## src/rtl/regfile_write_arbiter_if.sv

```systemverilog
`timescale 1ns/1ps
`default_nettype none
// ============================================================================
//  Module      : regfile_write_arbiter_if
//  Description : Bundle of the two requester write channels, the downstream
//                stall and the registered register-file write port.
//                "slave" is the arbiter side, "master" the surrounding logic.
//  Revision    : 1.0  initial release
// ============================================================================
interface regfile_write_arbiter_if #(
    parameter int DATA_W = 64,
    parameter int ADDR_W = 5
);
    // Requester 1 channel
    logic              req1_valid;
    logic [ADDR_W-1:0] req1_addr;
    logic [DATA_W-1:0] req1_data;
    logic              req1_ready;
    // Requester 2 channel
    logic              req2_valid;
    logic [ADDR_W-1:0] req2_addr;
    logic [DATA_W-1:0] req2_data;
    logic              req2_ready;
    // Register-file write port and status
    logic              wr_hold;
    logic              wr_en;
    logic [ADDR_W-1:0] wr_addr;
    logic [DATA_W-1:0] wr_data;
    logic              wr_src;
    logic              busy;

    modport slave (
        input  req1_valid, req1_addr, req1_data,
        input  req2_valid, req2_addr, req2_data,
        input  wr_hold,
        output req1_ready, req2_ready,
        output wr_en, wr_addr, wr_data, wr_src, busy
    );

    modport master (
        output req1_valid, req1_addr, req1_data,
        output req2_valid, req2_addr, req2_data,
        output wr_hold,
        input  req1_ready, req2_ready,
        input  wr_en, wr_addr, wr_data, wr_src, busy
    );
endinterface
`default_nettype wire

```

## src/rtl/regfile_write_arbiter.sv

```systemverilog
`timescale 1ns/1ps
`default_nettype none
// ============================================================================
//  Module      : regfile_write_arbiter
//  Description : Two-requester write arbiter in front of a single register
//                file write port. Each requester owns a DEPTH-entry circular
//                queue; one queued write per cycle is granted and issued on
//                registered write-port outputs. Per-requester order is kept.
//                Build option: REGARB_FIXED_PRIO_EN selects fixed priority
//                (requester 1 always wins); otherwise round-robin.
//  Revision    : 1.0  initial release
// ============================================================================
module regfile_write_arbiter #(
    parameter int DATA_W = 64,
    parameter int ADDR_W = 5,
    parameter int DEPTH  = 2
) (
    input  wire logic              clk,
    input  wire logic              rst_n,
    regfile_write_arbiter_if.slave bus
);

    localparam int c_PTR_W = $clog2(DEPTH);
    localparam int c_CNT_W = $clog2(DEPTH + 1);

    // Per-requester views, index 0 = requester 1, index 1 = requester 2
    logic [1:0]        w_valid;
    logic [1:0]        w_ready;
    logic [1:0]        w_push;
    logic [1:0]        w_pop;
    logic [1:0]        w_nonempty;
    logic [ADDR_W-1:0] w_addr_in   [2];
    logic [DATA_W-1:0] w_data_in   [2];
    logic [ADDR_W-1:0] w_head_addr [2];
    logic [DATA_W-1:0] w_head_data [2];

    // Arbitration result: w_grant_sel 0 = requester 1, 1 = requester 2
    logic              w_hold;
    logic              w_grant_any;
    logic              w_grant_sel;
    logic [ADDR_W-1:0] w_issue_addr;
    logic [DATA_W-1:0] w_issue_data;

    // Registered write port
    logic              r_wr_en;
    logic [ADDR_W-1:0] r_wr_addr;
    logic [DATA_W-1:0] r_wr_data;
    logic              r_wr_src;

    assign w_valid      = {bus.req2_valid, bus.req1_valid};
    assign w_addr_in[0] = bus.req1_addr;
    assign w_addr_in[1] = bus.req2_addr;
    assign w_data_in[0] = bus.req1_data;
    assign w_data_in[1] = bus.req2_data;
    assign w_hold       = bus.wr_hold;

    // ------------------------------------------------------------------------
    // Request queues. Ready depends only on the count, so a full queue that
    // pops this cycle still refuses the incoming write.
    // ------------------------------------------------------------------------
    for (genvar k = 0; k < 2; k++) begin : g_queue
        logic [ADDR_W-1:0]  r_mem_addr [DEPTH];
        logic [DATA_W-1:0]  r_mem_data [DEPTH];
        logic [c_PTR_W-1:0] r_wptr;
        logic [c_PTR_W-1:0] r_rptr;
        logic [c_CNT_W-1:0] r_cnt;

        assign w_ready[k]     = (r_cnt != c_CNT_W'(DEPTH));
        assign w_nonempty[k]  = (r_cnt != '0);
        assign w_push[k]      = w_valid[k] & w_ready[k];
        assign w_head_addr[k] = r_mem_addr[r_rptr];
        assign w_head_data[k] = r_mem_data[r_rptr];

        // Pointers wrap naturally (DEPTH is a power of two); count tracks occupancy
        always_ff @(posedge clk or negedge rst_n) begin
            if (!rst_n) begin
                r_wptr <= '0;
                r_rptr <= '0;
                r_cnt  <= '0;
            end else begin
                if (w_push[k]) begin
                    r_wptr <= r_wptr + c_PTR_W'(1);
                end
                if (w_pop[k]) begin
                    r_rptr <= r_rptr + c_PTR_W'(1);
                end
                case ({w_push[k], w_pop[k]})
                    2'b10:   r_cnt <= r_cnt + c_CNT_W'(1);
                    2'b01:   r_cnt <= r_cnt - c_CNT_W'(1);
                    default: r_cnt <= r_cnt;
                endcase
            end
        end

        // Entry storage needs no reset: occupancy is governed by the count
        always_ff @(posedge clk) begin
            if (w_push[k]) begin
                r_mem_addr[r_wptr] <= w_addr_in[k];
                r_mem_data[r_wptr] <= w_data_in[k];
            end
        end
    end

    // ------------------------------------------------------------------------
    // Arbitration. Grants look only at the registered counts, so an entry
    // pushed into an empty queue is first eligible on the following cycle.
    // ------------------------------------------------------------------------
`ifdef REGARB_FIXED_PRIO_EN
    // Fixed priority: requester 2 is served only when queue 1 is empty
    always_comb begin
        w_grant_any = 1'b0;
        w_grant_sel = 1'b0;
        if (!w_hold && (w_nonempty != 2'b00)) begin
            w_grant_any = 1'b1;
            w_grant_sel = ~w_nonempty[0];
        end
    end
`else
    logic r_last_grant;

    // Round-robin: on contention grant the requester not served most recently
    always_comb begin
        w_grant_any = 1'b0;
        w_grant_sel = 1'b0;
        if (!w_hold) begin
            if (w_nonempty == 2'b11) begin
                w_grant_any = 1'b1;
                w_grant_sel = ~r_last_grant;
            end else if (w_nonempty[0]) begin
                w_grant_any = 1'b1;
                w_grant_sel = 1'b0;
            end else if (w_nonempty[1]) begin
                w_grant_any = 1'b1;
                w_grant_sel = 1'b1;
            end
        end
    end

    // Remember the last real grant; starts at requester 2 so requester 1 wins first
    always_ff @(posedge clk or negedge rst_n) begin
        if (!rst_n) begin
            r_last_grant <= 1'b1;
        end else if (w_grant_any) begin
            r_last_grant <= w_grant_sel;
        end
    end
`endif

    assign w_pop[0]     = w_grant_any & ~w_grant_sel;
    assign w_pop[1]     = w_grant_any &  w_grant_sel;
    assign w_issue_addr = w_grant_sel ? w_head_addr[1] : w_head_addr[0];
    assign w_issue_data = w_grant_sel ? w_head_data[1] : w_head_data[0];

    // Write port: enable pulses per grant, payload holds between grants
    always_ff @(posedge clk or negedge rst_n) begin
        if (!rst_n) begin
            r_wr_en   <= 1'b0;
            r_wr_addr <= '0;
            r_wr_data <= '0;
            r_wr_src  <= 1'b0;
        end else begin
            r_wr_en <= w_grant_any;
            if (w_grant_any) begin
                r_wr_addr <= w_issue_addr;
                r_wr_data <= w_issue_data;
                r_wr_src  <= w_grant_sel;
            end
        end
    end

    assign bus.req1_ready = w_ready[0];
    assign bus.req2_ready = w_ready[1];
    assign bus.wr_en      = r_wr_en;
    assign bus.wr_addr    = r_wr_addr;
    assign bus.wr_data    = r_wr_data;
    assign bus.wr_src     = r_wr_src;
    assign bus.busy       = |w_nonempty;

endmodule
`default_nettype wire

```

## src/flat_wrapper.sv

```systemverilog
// flat-port wrapper written by rule: the top's interface ports become plain ports
module regfile_write_arbiter_flat 
#(
    parameter int DATA_W = 64,
    parameter int ADDR_W = 5,
    parameter int DEPTH  = 2
)
  (clk, rst_n, bus_req1_valid, bus_req1_addr, bus_req1_data, bus_req2_valid, bus_req2_addr, bus_req2_data, bus_wr_hold, bus_req1_ready, bus_req2_ready, bus_wr_en, bus_wr_addr, bus_wr_data, bus_wr_src, bus_busy);
  regfile_write_arbiter_if #(.DATA_W(DATA_W), .ADDR_W(ADDR_W)) bus_i ();
  input  wire logic clk;
  input  wire logic rst_n;
  input wire logic [$bits(bus_i.req1_valid)-1:0] bus_req1_valid;
  input wire logic [$bits(bus_i.req1_addr)-1:0] bus_req1_addr;
  input wire logic [$bits(bus_i.req1_data)-1:0] bus_req1_data;
  input wire logic [$bits(bus_i.req2_valid)-1:0] bus_req2_valid;
  input wire logic [$bits(bus_i.req2_addr)-1:0] bus_req2_addr;
  input wire logic [$bits(bus_i.req2_data)-1:0] bus_req2_data;
  input wire logic [$bits(bus_i.wr_hold)-1:0] bus_wr_hold;
  output wire logic [$bits(bus_i.req1_ready)-1:0] bus_req1_ready;
  output wire logic [$bits(bus_i.req2_ready)-1:0] bus_req2_ready;
  output wire logic [$bits(bus_i.wr_en)-1:0] bus_wr_en;
  output wire logic [$bits(bus_i.wr_addr)-1:0] bus_wr_addr;
  output wire logic [$bits(bus_i.wr_data)-1:0] bus_wr_data;
  output wire logic [$bits(bus_i.wr_src)-1:0] bus_wr_src;
  output wire logic [$bits(bus_i.busy)-1:0] bus_busy;
  assign bus_i.req1_valid = bus_req1_valid;
  assign bus_i.req1_addr = bus_req1_addr;
  assign bus_i.req1_data = bus_req1_data;
  assign bus_i.req2_valid = bus_req2_valid;
  assign bus_i.req2_addr = bus_req2_addr;
  assign bus_i.req2_data = bus_req2_data;
  assign bus_i.wr_hold = bus_wr_hold;
  assign bus_req1_ready = bus_i.req1_ready;
  assign bus_req2_ready = bus_i.req2_ready;
  assign bus_wr_en = bus_i.wr_en;
  assign bus_wr_addr = bus_i.wr_addr;
  assign bus_wr_data = bus_i.wr_data;
  assign bus_wr_src = bus_i.wr_src;
  assign bus_busy = bus_i.busy;
  regfile_write_arbiter #(.DATA_W(DATA_W), .ADDR_W(ADDR_W), .DEPTH(DEPTH)) u_core (.clk(clk), .rst_n(rst_n), .bus(bus_i));
endmodule
```

## config.mk

```make
export PLATFORM = sky130hd
export DESIGN_NAME = regfile_write_arbiter_flat
export DESIGN_NICKNAME = d
export VERILOG_FILES = /design/src/rtl/regfile_write_arbiter_if.sv /design/src/rtl/regfile_write_arbiter.sv /design/src/flat_wrapper.sv
export SDC_FILE = /design/constraint.sdc
export NUM_CORES = 1
export LEC_CHECK = 0
export ABC_AREA = 1
export CAP_MARGIN = 20
export CORE_UTILIZATION = 60
export CTS_BUF_LIST = sky130_fd_sc_hd__clkbuf_2
export CTS_CLUSTER_DIAMETER = 40
export CTS_CLUSTER_SIZE = 28
export DETAILED_ROUTE_END_ITERATION = 16
export DONT_BUFFER_PORTS = 1
export HOLD_SLACK_MARGIN = 0.05
export PLACE_DENSITY = 0.76
export SETUP_SLACK_MARGIN = 0.3
export SLEW_MARGIN = 20
export SYNTH_ARGS = -nofsm -noshare
export SYNTH_HDL_FRONTEND = slang
export SYNTH_SLANG_ARGS = --single-unit
```

## constraint.sdc

```tcl
create_clock -name clk -period 5.1 [get_ports clk]
set_input_delay 1.275 -clock clk [delete_from_list [all_inputs] [get_ports clk]]
set_output_delay 1.275 -clock clk [all_outputs]
set_load 0.03 [all_outputs]
```

Yosys cells after proc, flatten, opt, wreduce, memory -nomap -nowiden
Memories as Yosys holds them, arrays and structs flattened.
Cells that the tools add are included.
Storage, ports and cells
  logic and storage cells: 56
  memory bits (writable): 276
  memories kept: 4
  bits of input ports: 143
  register bits: 80
Memories
  u_core.g_queue[0].r_mem_data: words 2, bits a word 64, read ports 1, clocked after memory_dff 0, wr ports 1, RTL line regfile_write_arbiter.sv:63  | logic [DATA_W-1:0] r_mem_data [DEPTH];
  u_core.g_queue[1].r_mem_data: words 2, bits a word 64, read ports 1, clocked after memory_dff 0, wr ports 1, RTL line regfile_write_arbiter.sv:63
  u_core.g_queue[0].r_mem_addr: words 2, bits a word 5, read ports 1, clocked after memory_dff 0, wr ports 1, RTL line regfile_write_arbiter.sv:62  | logic [ADDR_W-1:0] r_mem_addr [DEPTH];
  u_core.g_queue[1].r_mem_addr: words 2, bits a word 5, read ports 1, clocked after memory_dff 0, wr ports 1, RTL line regfile_write_arbiter.sv:62
Operators by class
  bitwise gates (word level): 6
  mux-type cells: 15
  add/sub/neg operators: 8
  equal/unequal tests: 7
  reduce and logical (&&, ||, !) cells: 5
Operators by type and width (number)
  $mux W64: 1
  $mux W1: 11
  $pmux W2 S2: 2
  $reduce_bool A2 Y1: 4
  $eq A2 B2 Y1 const B: 3
  $mux W5: 1
  $add A1 B1 Y1 const B: 4
  $add A2 B1 Y2 const B: 2
  $and A1 B1 Y1: 4
  $eq A2 B1 Y1 const B: 2
  $ne A2 B2 Y1 const B: 2
  $sub A2 B1 Y2 const B: 2
  $not A1 Y1: 2
  $reduce_or A2 Y1: 1

Longest topological paths before layout
Gate-level depths: netlist (run 1).
  depth in word-level cells: 9
  gate-level depth with buffers: 10

Worst setup path after synthesis (run 1)
Ideal clock, no wire load.
  path type: in2reg
  from: input bus_req2_valid
  to: memory u_core.g_queue[1].r_mem_addr[1][0], enable pin
  data arrival time: 4.287 ns
  data required time: 4.602 ns
  slack: 0.315 ns
  stages on the path: 2
  path buffers: 0
  path through: nand2_1 -> nor2_1
Between the ends
  longest elaborated chain between the ends: 3
Ends and longest elaborated chain
  from (decl): RTL line flat_wrapper.sv:15  | input wire logic [$bits(bus_i.req2_valid)-1:0] bus_req2_valid;
  $and A1 B1 Y1: RTL line regfile_write_arbiter.sv:70  | assign w_push[k] = w_valid[k] & w_ready[k];
  $mux W1: RTL line regfile_write_arbiter.sv:97  | if (w_push[k]) begin
  $mux W1 (implied by the code): RTL line regfile_write_arbiter.sv:98  | r_mem_addr[r_wptr] <= w_addr_in[k];
  to (decl): RTL line regfile_write_arbiter.sv:62
Every way passes these cells.

Final worst setup path (run 1)
  from: register u_core.g_queue[0].r_cnt[0]
  to: output bus_busy
Between the ends
  longest elaborated chain between the ends: 2
Ends and longest elaborated chain
  from (decl): RTL line regfile_write_arbiter.sv:66  | logic [c_CNT_W-1:0] r_cnt;
  from (signal assigned): RTL line regfile_write_arbiter.sv:88  | 2'b10: r_cnt <= r_cnt + c_CNT_W'(1);
  from (signal assigned): RTL line regfile_write_arbiter.sv:89  | 2'b01: r_cnt <= r_cnt - c_CNT_W'(1);
  from (signal assigned): RTL line regfile_write_arbiter.sv:90  | default: r_cnt <= r_cnt;
  $reduce_bool A2 Y1: RTL line regfile_write_arbiter.sv:69  | assign w_nonempty[k] = (r_cnt != '0);
  $reduce_or A2 Y1: RTL line regfile_write_arbiter.sv:177  | assign bus.busy = |w_nonempty;
  to (decl): RTL line flat_wrapper.sv:25  | output wire logic [$bits(bus_i.busy)-1:0] bus_busy;
Every way passes these cells.

==> flow_summary.yaml, run 1 <==
outcome:
  status: "finished clean"
power_and_ir_drop:
  total_power_mw: 9.443
  p_per_area_nw_per_um2: 613.0
  peakVddDrop_mv: 0.3790
  leakage_nw: 6.594
clocking:
  cts.repair.resized: 0
  clkLatencyLatePin_ns: 0.83
  tritoncts: "built"
  clkSlewWorstSetupHoldPaths_ns: 0.20
  numCtsBuffers: 43
  cts.sinks: 356
  clk_root_buffer_cell: "clkbuf_2"
  cts_buffer_depth: 3
  cts_max_level: 2
detailed_routing:
  routed_wl_um: 32500
  wl_per_cell_um: 19.79
  drt-pass1-iter-count: 5
  vias: 8953
  vias_per_cell: 5.452
  final_antenna_net_count: 0
  drc: 0
  drt_iter0_markers: 811
logic_synthesis:
  ys_seq_area_share_pct: 71.73
  ys_warn_count: 0
  synthSimpleGateAreaFrac_pct: 19.61
  synthesis.area_um2: 14350
  synthXorXnorAreaFrac_pct: 0.3053
  synth-async-reset-ratio_pct: 22.47
  synth_fp_nets: 1437
  ys_ff_latch: 356
  synth-edff-count: 276
  syn_inst: 1292
  synthMuxAreaShare_pct: 0
  synth.distinct_cells: 22
  synth_compound_area_share_pct: 2.651
  synth_adder_area_share_pct: 0.1744
  synthFlopType: "edfxtp_1"
  synth_top_family_by_area: "simple AND/OR/NAND/NOR gates"
  avgSynthCellArea_um2: 11.10
worst_setup_path:
  reg2reg_to: "u_core.bus.wr_data[51]$_DFFE_PN0P_"
  critPathKind: "reg -> out"
  critPathRequiredTime_ns: 3.83
  end_kind: "output pin"
  reg2reg_from: "u_core.g_queue[1].r_rptr$_DFFE_PN0P_"
  worstRegToRegCells: 8
  cp-start-kind: "flop"
  path_max_fanout: 6
  r2r_slack_ns: 2.35
  crit_arrival_ns: 1.99
sta:
  worst_slew_pin_slew_ns: 1.083
  hold_viol: 0
  rsz0062_at_grt: "no"
  slew_headroom_pct: 27.77
  fin_crit_sh_pct: 63.96
  setup_violations: 0
  skew_ns: 0.04937
  fin_tns_setup_ns: 0
  min_period_ns: 3.262
  slew_viol_final: 0
  fmax_mhz: 306.6
global_route:
  track_usage_pct: 27.30
  grt_antenna_before_repair: 2
  grt_max_degree: 75
  gr-total-overflow: 0
  grt_pass1_vias: 8832
  grt_pass1_wl_um: 49310
floorplanning:
  num_io_pins: 217
  num_rows: 56
  fp.coreArea_um2: 23470
  die-area_um2: 24530
  die_w_um: 156.6
  start_util_pct: 61.12
  die_y_um: 156.6
min_path:
  hold_class: "in -> async"
final_layout:
  layout_commonest_cell: "nand2_1"
  area_delta_synth_final_pct: 7.379
  nets: 1433
  final_cell_mix: "nand2_1, edfxtp_1, nand3_1, inv_1, dfrtp_1"
  layout-drive-gt1-share_pct: 12.86
place:
  port_buffers: 0
  dp.final_hpwl_um: 17760
  globalplace.congestion: 0.7657
flow_run:
  cap_violations: 0
## through the flow
stage	util, %	setup WS [ns]	cell area (µm²)	hold WS [ns]	instances
finish	65.63	1.838	15400	0.2407	1642
global route	65.63	1.709	15400	0.1376	1642
CTS	65.50	1.755	15370	0.1443	1640
detailed placement	62.50	1.931	14670	0.4764	1559
global placement	62.50	1.937	14670	0.4742	1559
floorplan	-	0.3152	14350	0.4497	1292
## layout make-up
class	count	area (µm²)
Antenna cell	1	2.502
Clock buffer	47	235.2
Clock inverter	32	431.7
Fill cell	1751	8068
Inverter	139	521.8
Multi-Input combinational cell	732	3308
Sequential cell	356	10290
Tap cell	319	399.1
Timing Repair Buffer	16	212.7
## per-layer routing
layer / track usage (%) / share of wire, %
met1: 32.34 / 37
met2: 45.47 / 49
met3: 10.14 / 11
met4: 10.36 / 3.1
met5: 0 / 0
## flip-flops by register name, summed over array words and instances (netlist names)
signal                     cells
u_core.g_queue.r_cnt           4
u_core.r_last_grant            1
u_core.bus.wr_src              1
u_core.g_queue.r_mem_addr     20
u_core.bus.wr_data            64
u_core.bus.wr_en               1
u_core.bus.wr_addr             5
u_core.g_queue.r_mem_data    256
u_core.g_queue.r_rptr          2
u_core.g_queue.r_wptr          2
## power by group
part           internal, mW  switching (mW)
Combinational         0.778            1.86
Sequential             4.03           0.987
Clock                 0.732            1.06
## cell families (layout without fill, tap and decap cells)
kind of cell | Yosys count | after routing
AND/OR/NAND/NOR | 652 | 652
flip-flops | 356 | 356
buffers and inverters | 204 | 234
AO/OA/AOI/OAI | 73 | 73
XOR/XNOR | 5 | 5
adder cells (fa/ha/maj) | 2 | 2
other | 0 | 1
## synth_stat cells (all sizes together) (4+ instances only)
cell type | n | area (µm²)
or2 | 65 | 406.6
o21ai | 68 | 344.1
nand3 | 139 | 695.7
dfrtp | 79 | 1977
clkbuf | 42 | 157.7
a21oi | 5 | 36.29
nor2 | 9 | 43.80
and2 | 8 | 50.05
nand2 | 431 | 1618
xnor2 | 4 | 35.03
edfxtp | 276 | 8288
inv | 139 | 521.8
buf | 23 | 112.6
## critical path, stage by stage (launching register included)
cell and delay (ns):
dfrtp_1 0.50, nor2_1 0.35, nand2_1 0.30
## worst max path at each step
| stage | startpoint | end | slack (ns) | cells after the start |
|---|---|---|---|---|
| after floorplan | bus_req2_valid | u_core.g_queue[1].r_mem_addr[1][0]$_DFFE_PP_ | 0.32 | 2 |
| after global placement | bus_wr_hold | u_core.g_queue[0].r_cnt[1]$_DFFE_PN0P_ | 1.94 | 8 |
| after detailed placement | bus_wr_hold | u_core.g_queue[0].r_cnt[1]$_DFFE_PN0P_ | 1.93 | 8 |
| after CTS | u_core.g_queue[0].r_cnt[0]$_DFFE_PN0P_ | bus_busy | 1.76 | 2 |
| after global routing | u_core.g_queue[0].r_cnt[0]$_DFFE_PN0P_ | bus_busy | 1.71 | 2 |
| final | u_core.g_queue[0].r_cnt[0]$_DFFE_PN0P_ | bus_busy | 1.84 | 2 |
## what timing repair did
action | CTS | global route
hold buffers | 2 | 0
setup buffers | 0 | 0
endpoints found under the hold margin | 74 | 0
No activity file was read; power rests on OpenSTA's default activity.
==> run 2, diff against run 1 <==
--- a/config.mk
+++ b/config.mk
@@ -7,14 +7,14 @@
 export LEC_CHECK = 0
 export ABC_AREA = 1
 export CAP_MARGIN = 20
-export CORE_UTILIZATION = 60
+export CORE_UTILIZATION = 59
 export CTS_BUF_LIST = sky130_fd_sc_hd__clkbuf_2
 export CTS_CLUSTER_DIAMETER = 40
 export CTS_CLUSTER_SIZE = 28
 export DETAILED_ROUTE_END_ITERATION = 16
 export DONT_BUFFER_PORTS = 1
 export HOLD_SLACK_MARGIN = 0.05
-export PLACE_DENSITY = 0.76
+export PLACE_DENSITY = 0.78
 export SETUP_SLACK_MARGIN = 0.3
 export SLEW_MARGIN = 20
 export SYNTH_ARGS = -nofsm -noshare
==> constraint.sdc (replaced) <==
create_clock -name clk -period 2.83 [get_ports clk]
set_input_delay 0.7075 -clock clk [delete_from_list [all_inputs] [get_ports clk]]
set_output_delay 0.7075 -clock clk [all_outputs]
set_load 0.03 [all_outputs]
==> run 2 against run 1 <==
- total power is 84% higher
- global-route usage increased by 0.96 points
- critical path depth unchanged
- die area grew 1.7%
- routed wire length increased by 6.9%
- clock skew increased by 0.012 ns
- critical path type unchanged
- sequential cell count did not move
- first-iteration DRC count grew 22%
- combinational power up 93%
- hold slack got worse by 0.059 ns
- cell area grew 9.4%
- register-to-register slack lost 1.7 ns
==> flow_summary.yaml, run 2 (same netlist as run 1, synthesis figures left out) <==
power_and_ir_drop:
  p_per_area_nw_per_um2: 1030
  comb_power_share_pct: 29.2
  peakVddDrop_mv: 0.7127
  leakage_nw: 7.189
  clockPowerShare_pct: 18.8
  switchingPower_mw: 7.108
  seq_power_share_pct: 52.0
  p_int_mw: 10.26
  swShare_pct: 40.93
sta:
  skew_ns: 0.06139
  hold_viol: 0
  setup_violations: 0
  slew_viol_final: 0
  fin_crit_sh_pct: 85.10
  slew_headroom_pct: 36.98
  worst_slew_pin_slew_ns: 0.9453
  rsz0062_at_grt: "yes"
  fmax_mhz: 415.2
  final.setup.worst_slack_ns: 0.4217
  min_period_ns: 2.408
final_layout:
  area_delta_synth_final_pct: 17.50
  nets: 1575
  final_core_util_pct: 71.18
  final_cell_mix: "nand2_1, edfxtp_1, dlygate4sd3_1, nand3_1, inv_1"
  final_cells: 1784
  largest_reg_flops: 256
  layout-drive-gt1-share_pct: 11.97
  layout_commonest_cell: "nand2_1"
  top_register: "u_core.g_queue.r_mem_data"
flow_run:
  cap_violations: 0
worst_setup_path:
  path_max_fanout: 6
  r2r_slack_ns: 0.66
  critPathRequiredTime_ns: 2.12
  cpPeakStageDelay_ns: 0.52
  end_kind: "output pin"
  crit_arrival_ns: 1.70
  path_cells: "inv_1 > nand2_1"
  cp-start-kind: "flop"
  critPathKind: "reg -> out"
  cpMaxStageDelayCell: "dfrtp_2"
detailed_routing:
  drt-pass1-iter-count: 5
  drt_iter0_markers: 992
  vias_per_cell: 5.510
  drc: 0
  routed_wl_um: 34750
  final_antenna_net_count: 0
  vias: 9829
  wl_per_cell_um: 19.48
global_route:
  grt_antenna_before_repair: 3
  grt_max_degree: 81
  gr-total-overflow: 0
  track_usage_pct: 28.27
  grt_pass1_wl_um: 52840
  grt_pass1_vias: 10273
clocking:
  postCtsSetupBuffers: 0
  numCtsBuffers: 41
  cts.sinks: 356
  clkLatencyLatePin_ns: 0.85
  cts_buffer_depth: 3
  tritoncts: "built"
  cts_max_level: 2
  clk_root_buffer_cell: "clkbuf_2"
  clkSlewWorstSetupHoldPaths_ns: 0.23
place:
  placed_cells: 1563
  place_ws_ns: 0.6928
  globalplace.congestion: 0.7814
  port_buffers: 0
  dp.final_hpwl_um: 18180
floorplanning:
  num_rows: 56
  die_w_um: 157.9
  die-area_um2: 24940
  num_io_pins: 217
  start_util_pct: 60.58
  fp.coreArea_um2: 23680
  die_y_um: 157.9
outcome:
  status: "finished clean"
min_path:
  hold_class: "in -> reg"
==> run 2: cell count changes in the layout (fill, tap and decap cells not counted), sizes merged <==
cell	change
dlygate4sd3	+141
inv	-7
buf	+3
clkinvlp	+3
bufinv	+2
clkinv	-2
diode	+2
==> run 2: routing by layer <==
layer	global-route usage, %	up-vias	wire length (µm)
met3	7.200	70	3215
met1	33.00	4753	12880
met5	0	-	0
met4	10.07	0	749
met2	50.43	496	17910
li1	-	4510	-
==> run 2: timing repair <==
| action | CTS | global route |
|---|---|---|
| endpoints found under the hold margin | 359 | 0 |
| setup endpoints to repair | 1 | 2 |
| gates resized for setup | 6 | 2 |
| hold buffers | 143 | 0 |
==> run 2: critical path, delay by kind of cell (launching register included) <==
family / cells / cell delay [ns]
flops: 1 / 0.52
simple gates: 1 / 0.30
buf+inv: 1 / 0.06
==> run 2: path summary, 6_finish.rpt <==
path,from,to,cells past startpoint
hold reg to reg,u_core.r_last_grant$_DFFE_PN1P_,u_core.r_last_grant$_DFFE_PN1P_,2
setup reg to reg,u_core.g_queue[0].r_cnt[0]$_DFFE_PN0P_,u_core.g_queue[0].r_mem_data[0][35]$_DFFE_PP_,5
max in group asynchronous,rst_n,u_core.g_queue[0].r_rptr$_DFFE_PN0P_,2
min in group asynchronous,rst_n,u_core.bus.wr_data[49]$_DFFE_PN0P_,2
setup / recovery,u_core.g_queue[0].r_cnt[0]$_DFFE_PN0P_,bus_req1_ready,2
hold / removal,bus_wr_hold,u_core.g_queue[0].r_rptr$_DFFE_PN0P_,5
==> run 2: cell type report <==
class,count,area (µm²)
repair buffers,160,1639
inverters,139,521.8
flip-flops and latches,356,10300
diodes,3,7.507
clock inverters,28,426.7
well taps,319,399.1
clock buffers,47,235.2
fillers,1555,6827
multi-input cells,732,3331
==> run 2: metrics by stage <==
step	setup TNS [ns]	hold WS (ns)	power [mW]	area (µm²)
global route	0	0.1115	18.29	16860
detailed placement	0	0.4142	13.84	14710
CTS	0	0.06710	17.30	16840
floorplan	-42.56	0.4119	12.32	14370
finish	0	0.1821	17.36	16860
global placement	0	0.4138	13.63	14710
==> run 2: power by group through the flow <==
stage | logic [mW] | registers (mW) | clock network, mW
2_1_floorplan | 3.42 | 8.90 | 0
3_3_place_gp | 4.57 | 9.06 | 0
3_5_place_dp | 4.73 | 9.11 | 0
4_1_cts | 5.00 | 9.00 | 3.30
5_1_grt | 5.63 | 9.18 | 3.49
6_report | 5.07 | 9.04 | 3.26
